## config.mk

```make
export PLATFORM = sky130hd
export DESIGN_NAME = int2float_pipe_flat
export DESIGN_NICKNAME = d
export VERILOG_FILES = /design/src/rtl/int2float_pipe_if.sv /design/src/rtl/int2float_pipe.sv /design/src/flat_wrapper.sv
export SDC_FILE = /design/constraint.sdc
export NUM_CORES = 1
export LEC_CHECK = 0
export ABC_AREA = 1
export CELL_PAD_IN_SITES_DETAIL_PLACEMENT = 0
export CELL_PAD_IN_SITES_GLOBAL_PLACEMENT = 2
export CORE_MARGIN = 2
export CORE_UTILIZATION = 33
export DETAILED_ROUTE_END_ITERATION = 10
export HOLD_SLACK_MARGIN = 0.05
export PLACE_DENSITY = 0.87
export SLEW_MARGIN = 20
export SYNTH_ARGS = -nofsm -noshare
export SYNTH_HDL_FRONTEND = slang
export SYNTH_SLANG_ARGS = --single-unit
```

## constraint.sdc

```tcl
create_clock -name clk -period 4.7 [get_ports clk]
set_clock_uncertainty 0.2 [all_clocks]
set_input_delay 0.47 -clock clk [delete_from_list [all_inputs] [get_ports clk]]
set_output_delay 0.47 -clock clk [all_outputs]
set_load 0.005 [all_outputs]
```

## src/rtl/int2float_pipe_if.sv

```systemverilog
// Handshake bundle for int2float_pipe: input stream (integer + tag) and output stream (float + tag + inexact).
// The master side is the producer/consumer pair; the slave side is the converter.
interface int2float_pipe_if #(
  parameter int INT_W = 16,
  parameter int EXP_W = 5,
  parameter int MAN_W = 10,
  parameter int TAG_W = 4
);
  logic                   in_valid;
  logic                   in_ready;
  logic [INT_W-1:0]       in_data;
  logic [TAG_W-1:0]       in_tag;
  logic                   out_valid;
  logic                   out_ready;
  logic [EXP_W+MAN_W:0]   out_data;
  logic [TAG_W-1:0]       out_tag;
  logic                   out_inexact;

  modport master (
    output in_valid, in_data, in_tag, out_ready,
    input  in_ready, out_valid, out_data, out_tag, out_inexact
  );

  modport slave (
    input  in_valid, in_data, in_tag, out_ready,
    output in_ready, out_valid, out_data, out_tag, out_inexact
  );
endinterface

```

## src/rtl/int2float_pipe.sv

```systemverilog
// 3-stage two's-complement integer to {sign, exp, man} float converter with valid/ready and tag.
// Define INT2FLOAT_ROUND_EN for round-to-nearest-even; otherwise the magnitude is truncated.
module int2float_pipe #(
  parameter int INT_W = 16,
  parameter int EXP_W = 5,
  parameter int MAN_W = 10,
  parameter int TAG_W = 4
) (
  input  logic           clk,
  input  logic           rst,
  int2float_pipe_if.slave bus
);
  localparam int OUT_W = 1 + EXP_W + MAN_W;
  localparam int FR_W  = INT_W + MAN_W;

  if (INT_W < 2 || MAN_W < 1 || (2**EXP_W) - 1 < INT_W) begin : g_param_check
    $error("int2float_pipe: illegal INT_W/EXP_W/MAN_W combination");
  end

  logic             r_s1_valid, r_s1_sign;
  logic [INT_W-1:0] r_s1_mag;
  logic [TAG_W-1:0] r_s1_tag;
  logic             r_s2_valid, r_s2_sign;
  logic [EXP_W-1:0] r_s2_exp;
  logic [INT_W-1:0] r_s2_frac;
  logic [TAG_W-1:0] r_s2_tag;
  logic             r_s3_valid, r_s3_inexact;
  logic [OUT_W-1:0] r_s3_data;
  logic [TAG_W-1:0] r_s3_tag;

  logic             w_s1_en, w_s2_en, w_s3_en;
  logic [INT_W-1:0] w_s1_mag;
  logic [EXP_W-1:0] w_s2_p, w_s2_exp, w_s2_sh;
  logic             w_s2_nz;
  logic [INT_W-1:0] w_s2_frac;
  logic [FR_W-1:0]  w_s3_frac;
  logic [MAN_W-1:0] w_s3_man_t, w_s3_man;
  logic [EXP_W-1:0] w_s3_exp;
  logic             w_s3_guard, w_s3_sticky;

  // A stage may load when empty or when the stage after it loads in the same cycle.
  assign w_s3_en = ~r_s3_valid | bus.out_ready;
  assign w_s2_en = ~r_s2_valid | w_s3_en;
  assign w_s1_en = ~r_s1_valid | w_s2_en;

  assign bus.in_ready    = w_s1_en & ~rst;
  assign bus.out_valid   = r_s3_valid;
  assign bus.out_data    = r_s3_data;
  assign bus.out_tag     = r_s3_tag;
  assign bus.out_inexact = r_s3_inexact;

  assign w_s1_mag = bus.in_data[INT_W-1] ? -bus.in_data : bus.in_data;

  always_comb begin
    w_s2_p  = '0;
    w_s2_nz = 1'b0;
    for (int unsigned i = 0; i < INT_W; i++) begin
      if (r_s1_mag[i]) begin
        w_s2_p  = EXP_W'(i);
        w_s2_nz = 1'b1;
      end
    end
  end

  // Shifting past the leading one leaves only the fraction bits, MSB-aligned.
  assign w_s2_sh   = EXP_W'(INT_W) - w_s2_p;
  assign w_s2_frac = r_s1_mag << w_s2_sh;
  assign w_s2_exp  = w_s2_nz ? w_s2_p + EXP_W'(1) : '0;

  assign w_s3_frac   = {r_s2_frac, {MAN_W{1'b0}}};
  assign w_s3_man_t  = w_s3_frac[FR_W-1 -: MAN_W];
  assign w_s3_guard  = w_s3_frac[INT_W-1];
  assign w_s3_sticky = |w_s3_frac[INT_W-2:0];

`ifdef INT2FLOAT_ROUND_EN
  logic             w_s3_rnd;
  logic [MAN_W:0]   w_s3_man_sum;
  assign w_s3_rnd     = w_s3_guard & (w_s3_sticky | w_s3_man_t[0]);
  assign w_s3_man_sum = {1'b0, w_s3_man_t} + (MAN_W+1)'(w_s3_rnd);
  // Carry-out wraps the mantissa to zero and bumps the exponent.
  assign w_s3_man     = w_s3_man_sum[MAN_W-1:0];
  assign w_s3_exp     = r_s2_exp + EXP_W'(w_s3_man_sum[MAN_W]);
`else
  assign w_s3_man     = w_s3_man_t;
  assign w_s3_exp     = r_s2_exp;
`endif

  always_ff @(posedge clk) begin
    if (rst) begin
      r_s1_valid   <= 1'b0;
      r_s1_sign    <= 1'b0;
      r_s1_mag     <= '0;
      r_s1_tag     <= '0;
      r_s2_valid   <= 1'b0;
      r_s2_sign    <= 1'b0;
      r_s2_exp     <= '0;
      r_s2_frac    <= '0;
      r_s2_tag     <= '0;
      r_s3_valid   <= 1'b0;
      r_s3_data    <= '0;
      r_s3_tag     <= '0;
      r_s3_inexact <= 1'b0;
    end else begin
      if (w_s1_en) begin
        r_s1_valid <= bus.in_valid;
        if (bus.in_valid) begin
          r_s1_sign <= bus.in_data[INT_W-1];
          r_s1_mag  <= w_s1_mag;
          r_s1_tag  <= bus.in_tag;
        end
      end
      if (w_s2_en) begin
        r_s2_valid <= r_s1_valid;
        if (r_s1_valid) begin
          r_s2_sign <= r_s1_sign;
          r_s2_exp  <= w_s2_exp;
          r_s2_frac <= w_s2_frac;
          r_s2_tag  <= r_s1_tag;
        end
      end
      if (w_s3_en) begin
        r_s3_valid <= r_s2_valid;
        if (r_s2_valid) begin
          r_s3_data    <= {r_s2_sign, w_s3_exp, w_s3_man};
          r_s3_tag     <= r_s2_tag;
          r_s3_inexact <= w_s3_guard | w_s3_sticky;
        end
      end
    end
  end
endmodule

```

## src/flat_wrapper.sv

```systemverilog
// flat-port wrapper written by rule: the top's interface ports become plain ports
module int2float_pipe_flat 
#(
  parameter int INT_W = 16,
  parameter int EXP_W = 5,
  parameter int MAN_W = 10,
  parameter int TAG_W = 4
)
  (clk, rst, bus_in_valid, bus_in_data, bus_in_tag, bus_out_ready, bus_in_ready, bus_out_valid, bus_out_data, bus_out_tag, bus_out_inexact);
  int2float_pipe_if #(.INT_W(INT_W), .EXP_W(EXP_W), .MAN_W(MAN_W), .TAG_W(TAG_W)) bus_i ();
  input  logic clk;
  input  logic rst;
  input wire logic [$bits(bus_i.in_valid)-1:0] bus_in_valid;
  input wire logic [$bits(bus_i.in_data)-1:0] bus_in_data;
  input wire logic [$bits(bus_i.in_tag)-1:0] bus_in_tag;
  input wire logic [$bits(bus_i.out_ready)-1:0] bus_out_ready;
  output wire logic [$bits(bus_i.in_ready)-1:0] bus_in_ready;
  output wire logic [$bits(bus_i.out_valid)-1:0] bus_out_valid;
  output wire logic [$bits(bus_i.out_data)-1:0] bus_out_data;
  output wire logic [$bits(bus_i.out_tag)-1:0] bus_out_tag;
  output wire logic [$bits(bus_i.out_inexact)-1:0] bus_out_inexact;
  assign bus_i.in_valid = bus_in_valid;
  assign bus_i.in_data = bus_in_data;
  assign bus_i.in_tag = bus_in_tag;
  assign bus_i.out_ready = bus_out_ready;
  assign bus_in_ready = bus_i.in_ready;
  assign bus_out_valid = bus_i.out_valid;
  assign bus_out_data = bus_i.out_data;
  assign bus_out_tag = bus_i.out_tag;
  assign bus_out_inexact = bus_i.out_inexact;
  int2float_pipe #(.INT_W(INT_W), .EXP_W(EXP_W), .MAN_W(MAN_W), .TAG_W(TAG_W)) u_core (.clk(clk), .rst(rst), .bus(bus_i));
endmodule
```

# --- After elaboration in Yosys (flattened, before gate mapping) ---
# Index checks and enable logic that the tools add are counted.
word_totals:
  regBits: 71
  in_bits: 24
  output_inout_bits: 23
  elab_cells: 63
op_classes:
  add_sub_neg: 3
  n_shift: 1
  mux: 33
  n_bitwise: 9
  n_reduce_logical: 4
op_table:
  columns: ["operator", "count"]
  rows:
  - ["$mux W4", 8]
  - ["$mux W1", 17]
  - ["$mux W16", 1]
  - ["$neg A16 Y16", 1]
  - ["$shl A16 B5 Y16", 1]
  - ["$mux W3", 4]
  - ["$reduce_and A2 Y1", 3]
  - ["$add A4 B1 Y5 const B", 1]
  - ["$mux W5", 1]
  - ["$reduce_or A5 Y1", 1]
  - ["$sub A5 B4 Y5 const A", 1]
  - ["$mux W2", 2]
  - ["$not A1 Y1", 4]
  - ["$or A1 B1 Y1", 4]
  - ["$and A1 B1 Y1", 1]

# --- Depth between registers and ports, before layout ---
# Gate-level depths: netlist of run 1.
depth:
  word_depth: 17
  ltp_mapped: 25
  ltp_nobuf: 24

# --- Worst setup path before layout of run 1 ---
# Ideal clock, no wire load.
synth_timing:
  kind: "register to register"
  from: "register u_core.r_s1_mag[3]"
  to: "register u_core.r_s2_frac[14]"
  setup_time_ns: 0.109
  arrival_ns: 2.569
  required_time_ns: 4.391
  slack_ns: 1.822
  stages_incl_launch_ff: 25
  path_buffers: 3
  period_less_slack_ns: 2.878
  path_cell_list: "dfxtp_1 inv_1 nand2_1 nand2_1 nand2_1 nand2_1 nand2_1 nand2_1 nand2_1 nand2_1 nand2_1 nand2_2 nand2_4 nand2_4 buf_6 ha_1 clkbuf_1 clkinv_1 clkbuf_1 nand3_1 nand3_1 nand3_1 nand3_1 nand2_1 inv_1"
synth_between:
  elab_chain_len: 15
synth_lines:
  columns: ["element", "line_no", "rtl"]
  rows:
  - ["start, declared", "int2float_pipe.sv:21", "logic [INT_W-1:0] r_s1_mag;"]
  - ["start signal, assigned", "int2float_pipe.sv:108", "r_s1_mag <= w_s1_mag;"]
  - ["$mux W2", "int2float_pipe.sv:58", "if (r_s1_mag[i]) begin"]
  - ["$mux W3 (4 in a row)", "int2float_pipe.sv:58", null]
  - ["$mux W4 (8 in a row)", "int2float_pipe.sv:58", null]
  - ["$sub A5 B4 Y5", "int2float_pipe.sv:66", "assign w_s2_sh = EXP_W'(INT_W) - w_s2_p;"]
  - ["$shl A16 B5 Y16 *", "int2float_pipe.sv:67", "assign w_s2_frac = r_s1_mag << w_s2_sh;"]
  - ["end signal, assigned", "int2float_pipe.sv:117", "r_s2_frac <= w_s2_frac;"]
  - ["end, declared", "int2float_pipe.sv:25", "logic [INT_W-1:0] r_s2_frac;"]
# Every way passes the cells marked *; elsewhere a longest branch is shown, timed or not.
# A chain may end at the register's enable or synchronous reset.

# --- Worst setup path in the final report of run 1 ---
# Ends and elaborated chain as after synthesis.

==> results of run 1 <==
## cell usage in the layout (no fill, tap or decap), types with 2 or more instances in the layout
master           Yosys  final
clkinv_2             0      2
clkbuf_16            0      9
nand3_1             77     77
clkdlybuf4s50_1      0     46
nor2_1              78     78
inv_1               46     46
clkinv_4             0      2
o221ai_1             3      3
nor4_1               2      2
inv_2                3      3
a21oi_1             36     36
xor2_1               6      6
clkinv_1             3      3
nand2_1            105    105
buf_4                0      4
o211ai_1             3      3
nand2_2              8      8
o21ai_0             46     46
nand4_1              4      4
dfxtp_1             71     71
a21oi_2              2      2
nand2_4              2      2
ha_1                 3      3
xnor2_1              6      6
nor3_1               5      5
a31oi_1              5      5
## Yosys cell counts, drive strengths merged
cell     instances
a31o             1
xor2             7
o31ai            1
buf              7
dfxtp           71
nand3           79
ha               3
and2             1
nor2            79
a31oi            5
o311ai           1
a21oi           38
nor3b            1
clkinv           3
a2bb2oi          1
nor3             6
a21boi           1
nor4             3
xnor2            6
o221ai           3
nand2          115
inv             50
clkbuf          21
o211ai           3
o21ai           47
or2              1
nand4            4
## where the power goes
group / internal, uW / switching (uW)
Sequential: 649 / 30.6
Combinational: 181 / 344
Clock: 425 / 257
## stage by stage
stage               hold slack, ns  setup WS (ns)  power (uW)  util [%]  instances
floorplan                   0.2300          1.822        1064         -        558
global placement            0.2523          1.118        1219     38.20        723
detailed placement          0.2568          1.098        1215     38.20        723
CTS                         0.2654          1.081        1902     40.86        739
global route                0.2781         0.7375        2012     40.86        739
finish                      0.2661          1.059        1887     40.86        739
## state kept, by name (all words and copies together) (netlist names)
name and cells:
u_core.bus.out_data 16, u_core.r_s2_exp 5, u_core.r_s1_mag 16, u_core.r_s1_tag 4, u_core.r_s1_sign 1, u_core.bus.out_tag 4
u_core.r_s2_sign 1, u_core.r_s1_valid 1, u_core.r_s2_tag 4, u_core.r_s2_valid 1, u_core.r_s2_frac 16, u_core.bus.out_inexact 1
u_core.bus.out_valid 1
## layout make-up
type                    count  area, sq um
inverters                  53        201.4
clock inverters             5        57.56
repair buffers             50        490.5
flip-flops and latches     71         1421
fillers                  1198         6666
well taps                 143        178.9
multi-input cells         406         2013
clock buffers              11        242.7
## worst max-delay path: stages (launching register included)
cell      delay (ns)
dfxtp_1         0.41
inv_1           0.12
nand2_1         0.08
nand2_1         0.04
nand2_1         0.05
nand2_1         0.05
nand2_1         0.06
nand2_1         0.05
nand2_1         0.05
nand2_1         0.05
nand2_1         0.07
nand2_2         0.06
nand2_4         0.17
nand2_4         0.22
ha_1            0.38
buf_4           0.22
clkinv_1        0.48
nand3_1         0.33
nand3_1         0.14
nand3_1         0.12
nand3_1         0.08
nand2_1         0.06
inv_1           0.04
## worst paths after layout
path / from / endpoint / depth (start not counted)
hold / removal: u_core.r_s2_exp[2] / u_core.r_s2_exp[2] / 2
hold reg to reg: u_core.r_s2_exp[2] / u_core.r_s2_exp[2] / 2
setup / recovery: u_core.r_s1_mag[3] / u_core.r_s2_frac[14] / 22
setup reg to reg: u_core.r_s1_mag[3] / u_core.r_s2_frac[14] / 22
## metal layers
metal | track usage [%] | vias to the layer above | routed length (um)
li1 | - | 1899 | -
met1 | 22.42 | 1670 | 4968
met2 | 26.30 | 63 | 4405
met3 | 4.101 | 12 | 365
met4 | 6.500 | 0 | 189
met5 | 0 | - | 0
## kinds of logic (layout without fill, tap and decap cells)
family	after synthesis	count (layout)	synth area share, %
buf+inv	81	119	8.804
simple gates	289	289	34.22
fa+ha+maj	3	3	0.9968
flops	71	71	37.74
xor+xnor	13	13	3.522
compound gates	101	101	14.72
==> flow_summary.yaml, run 1 <==
routing:
  final_antenna_net_count: 0
  wl_per_cell_um: 13.44
  wl_um: 9929
  vias: 3644
  post-route-drc-count: 0
  dr.pass1.iters: 4
  avgViaCountPerCell: 4.931
  drt_iter0_drc: 198
die:
  die_x_um: 110.8
  core_area_sq_um: 11270
  die_y_um: 110.8
  num_io_pins: 47
  initial_core_util_pct: 33.41
  fp-row-count: 39
  die-area_sq_um: 12280
clock_tree:
  cts_buffers: 9
  path_clk_slew_ns: 0.05
  post_cts_resized: 0
  post_cts_buffers: 0
  cts_max_level: 3
  cts_tree: "yes"
  root_buffer: "clkbuf_16"
  cts.sinks: 71
  clock_path_buffers: 2
  insertion_delay_ns: 0.33
  holdBufCountCts: 0
synth:
  ys_types: 41
  yosys_warnings: 0
  synthTopCellsByArea: "dfxtp_1 (38%), nand2_1 (10%), nand3_1 (10%)"
  syn_area_sq_um: 3766
  synth_area_per_cell_sq_um: 6.749
  synth_cells: 558
  yosys_register_bits: 71
  seq_area_frac_synth_pct: 37.74
  synth_top_area_cell: "dfxtp_1"
  synth_top_area_share_pct: 37.74
  syn_nets: 585
sta:
  rsz0062_at_grt: "no"
  worst_pin_slew_ns: 0.8313
  maxSlewViolCount: 0
  totalNegativeSetupSlack_ns: 0
  finalSetupViolations: 0
  slew_headroom_pct: 44.52
  final-hold-violation-count: 0
  post-route-period-util_pct: 77.46
  period_needed_ns: 3.641
  fmax_mhz: 274.7
finish:
  nNetsFinal: 618
  diodes: 0
  syn2layout_area_growth_pct: 22.29
  stdcell_area_sq_um: 4606
  drive_above_1_share_pct: 7.215
grt:
  grt_max_degree: 48
  grt_overflow_total: 0
  grt_pass1_vias: 3447
  grt_pass1_wl_um: 16770
  grt_antenna_before_repair: 0
  grt.total_usage_pct: 16.82
worst_setup_path:
  start_kind: "flop"
  path_class: "flop to flop"
  cp_max_fo: 24
  arrival_ns: 3.67
  crit_required_ns: 4.73
  r2r_slack_ns: 1.06
  crit_path_end_kind: "flop"
place:
  gp_routability_congestion: 0.8265
  post-dp-hpwl_um: 7291
  portBuffers: 46
  placed_area_sq_um: 4305
pwr:
  leakagePower_uw: 0.001928
  p_per_area_nw_per_um2: 409.8
  ir_worst_vdd_mv: 0.1989
status:
  status: "finished clean"
hold_path:
  hold_path_class: "flop to flop"
flow_run:
  maxCapViolations: 0
Note: power is estimated with default switching activity, not from simulation.
==> inputs of run 2 (changes only) <==
- CORE_UTILIZATION: 33 -> 28
- PLACE_DENSITY: 0.87 -> 0.79
- clock period: 4.7 -> 3.3 ns (I/O delays scaled with it)
==> flow_summary.yaml, run 2 (synthesis gave the netlist of run 1 again) <==
sta:
  final-hold-violation-count: 0
  maxSlewViolCount: 0
  post-route-period-util_pct: 88.28
  fmax_mhz: 343.3
  period_needed_ns: 2.913
  rsz0062_at_grt: "no"
  totalNegativeSetupSlack_ns: 0
  worst_pin_slew_ns: 0.4566
  slew_headroom_pct: 69.28
  finalSetupViolations: 0
  fin_ws_ns: 0.3867
finish:
  drive_above_1_share_pct: 8.306
  regArea_sq_um: 1421
  nFillCells: 1452
  nNetsFinal: 626
  syn2layout_area_growth_pct: 24.25
  final_common_cell: "nand2_1"
  final_cell_mix: "nand2_1 (105), nor2_1 (78), nand3_1 (77), dfxtp_1 (71)"
  diodes: 0
  multi_input_area_sq_um: 2013
worst_setup_path:
  crit_path_end_kind: "flop"
  cp_slowest_stage_delay_ns: 0.40
  r2r_cells: 21
  r2r_slack_ns: 0.39
  arrival_ns: 2.95
  crit_slowest_cell: "dfxtp_1"
  path_common_cell: "nand2_1"
  crit_required_ns: 3.34
  reg2reg_to: "u_core.r_s2_frac[14]"
  path_cells: "inv_1, nand2_1, nand2_1, nand2_1, nand2_1, nand2_1, nand2_1, nand2_1, nand2_1, nand2_1, nand2_2, nand2_4, nand2_4, ha_1, clkinv_1, nand3_1, nand3_1, nand3_1, nand3_1, nand2_1, inv_1"
  start_kind: "flop"
  cp_max_fo: 17
  rr_startpoint: "u_core.r_s1_mag[3]"
  path_class: "flop to flop"
clock_tree:
  holdBufCountCts: 0
  post_cts_resized: 0
  path_clk_slew_ns: 0.05
  cts.sinks: 71
  cts_buffers: 9
  insertion_delay_ns: 0.34
  root_buffer: "clkbuf_16"
  clock_path_buffers: 2
  post_cts_buffers: 0
  cts_tree: "yes"
  cts_max_level: 3
die:
  die-area_sq_um: 14390
  core_area_sq_um: 13190
  num_io_pins: 47
  initial_core_util_pct: 28.55
  fp-row-count: 42
  die_x_um: 120.0
  die_y_um: 120.0
grt:
  grt.total_usage_pct: 15.12
  grt_antenna_before_repair: 0
  grt_overflow_total: 0
  grt_max_degree: 48
  grt_pass1_wl_um: 17230
  grt_pass1_vias: 3519
place:
  post-dp-hpwl_um: 7676
  portBuffers: 46
  gp_routability_congestion: 0.8259
  pre_cts_ws_ns: 0.4255
routing:
  final_antenna_net_count: 0
  drt_iter0_drc: 232
  wl_per_cell_um: 12.95
  avgViaCountPerCell: 4.704
  wl_um: 10070
  dr.pass1.iters: 4
  vias: 3660
  post-route-drc-count: 0
pwr:
  leakagePower_uw: 0.001946
  ir_worst_vdd_mv: 0.2703
  p_per_area_nw_per_um2: 559.5
flow_run:
  maxCapViolations: 0
hold_path:
  min_to: "u_core.r_s2_frac[9]"
  hold_path_class: "flop to flop"
  hold_depth: 2
  min-delay-start: "u_core.r_s2_frac[9]"
status:
  status: "finished clean"
[run 2: worst max path at each step]
stage,slack [ns],to,cells past startpoint,from
after floorplan,0.42,u_core.r_s2_frac[14],24,u_core.r_s1_mag[3]
after global placement,0.48,u_core.r_s2_frac[8],20,u_core.r_s1_mag[3]
after detailed placement,0.43,u_core.r_s2_frac[8],20,u_core.r_s1_mag[3]
after CTS,0.41,u_core.r_s2_frac[8],20,u_core.r_s1_mag[3]
after global routing,0.06,u_core.r_s2_frac[14],21,u_core.r_s1_mag[3]
final,0.39,u_core.r_s2_frac[14],21,u_core.r_s1_mag[3]
[run 2: worst max-delay path, delay by kind of cell, from the launching register on]
family,cells,cell delay [ns]
and+or+nand+nor,17,1.41
buffers and inverters,3,0.52
DFF,1,0.40
adders and majority gates,1,0.30
[run 2: per-layer routing]
| metal | part of all wire [%] | track usage, % | wire length, um | vias up |
|---|---|---|---|---|
| met4 | 2.6 | 7.353 | 259 | 0 |
| met2 | 44 | 23.51 | 4452 | 56 |
| li1 | - | - | - | 1920 |
| met5 | 0 | 0 | 0 | - |
| met1 | 50 | 19.84 | 5063 | 1668 |
| met3 | 2.9 | 3.232 | 297 | 16 |
[run 2: metrics by stage]
step | hold slack (ns) | std cells | cell area, sq um | total power (uW) | util, %
global placement | 0.2540 | 764 | 4407 | 1741 | 33.41
finish | 0.2610 | 778 | 4679 | 2618 | 35.48
floorplan | 0.2300 | 558 | 3766 | 1515 | -
CTS | 0.2630 | 778 | 4679 | 2651 | 35.48
detailed placement | 0.2541 | 764 | 4407 | 1739 | 33.41
global route | 0.2836 | 778 | 4679 | 2794 | 35.48
[run 2: final cells by class]
cell class | instances | area share (%)
clock inverters | 3 | 0.4278
inverters | 53 | 4.305
well taps | 176 | 4.706
clock buffers | 11 | 5.401
flip-flops and latches | 71 | 30.37
multi-input cells | 406 | 43.02
repair buffers | 58 | 11.76
[run 2: report_power, final]
group | total [uW] | leakage, uW | switching [uW] | internal (uW)
sequential | 969 | 0.000583 | 43.9 | 925
combinational | 753 | 0.00123 | 480 | 272
clock | 897 | 0.000129 | 358 | 539
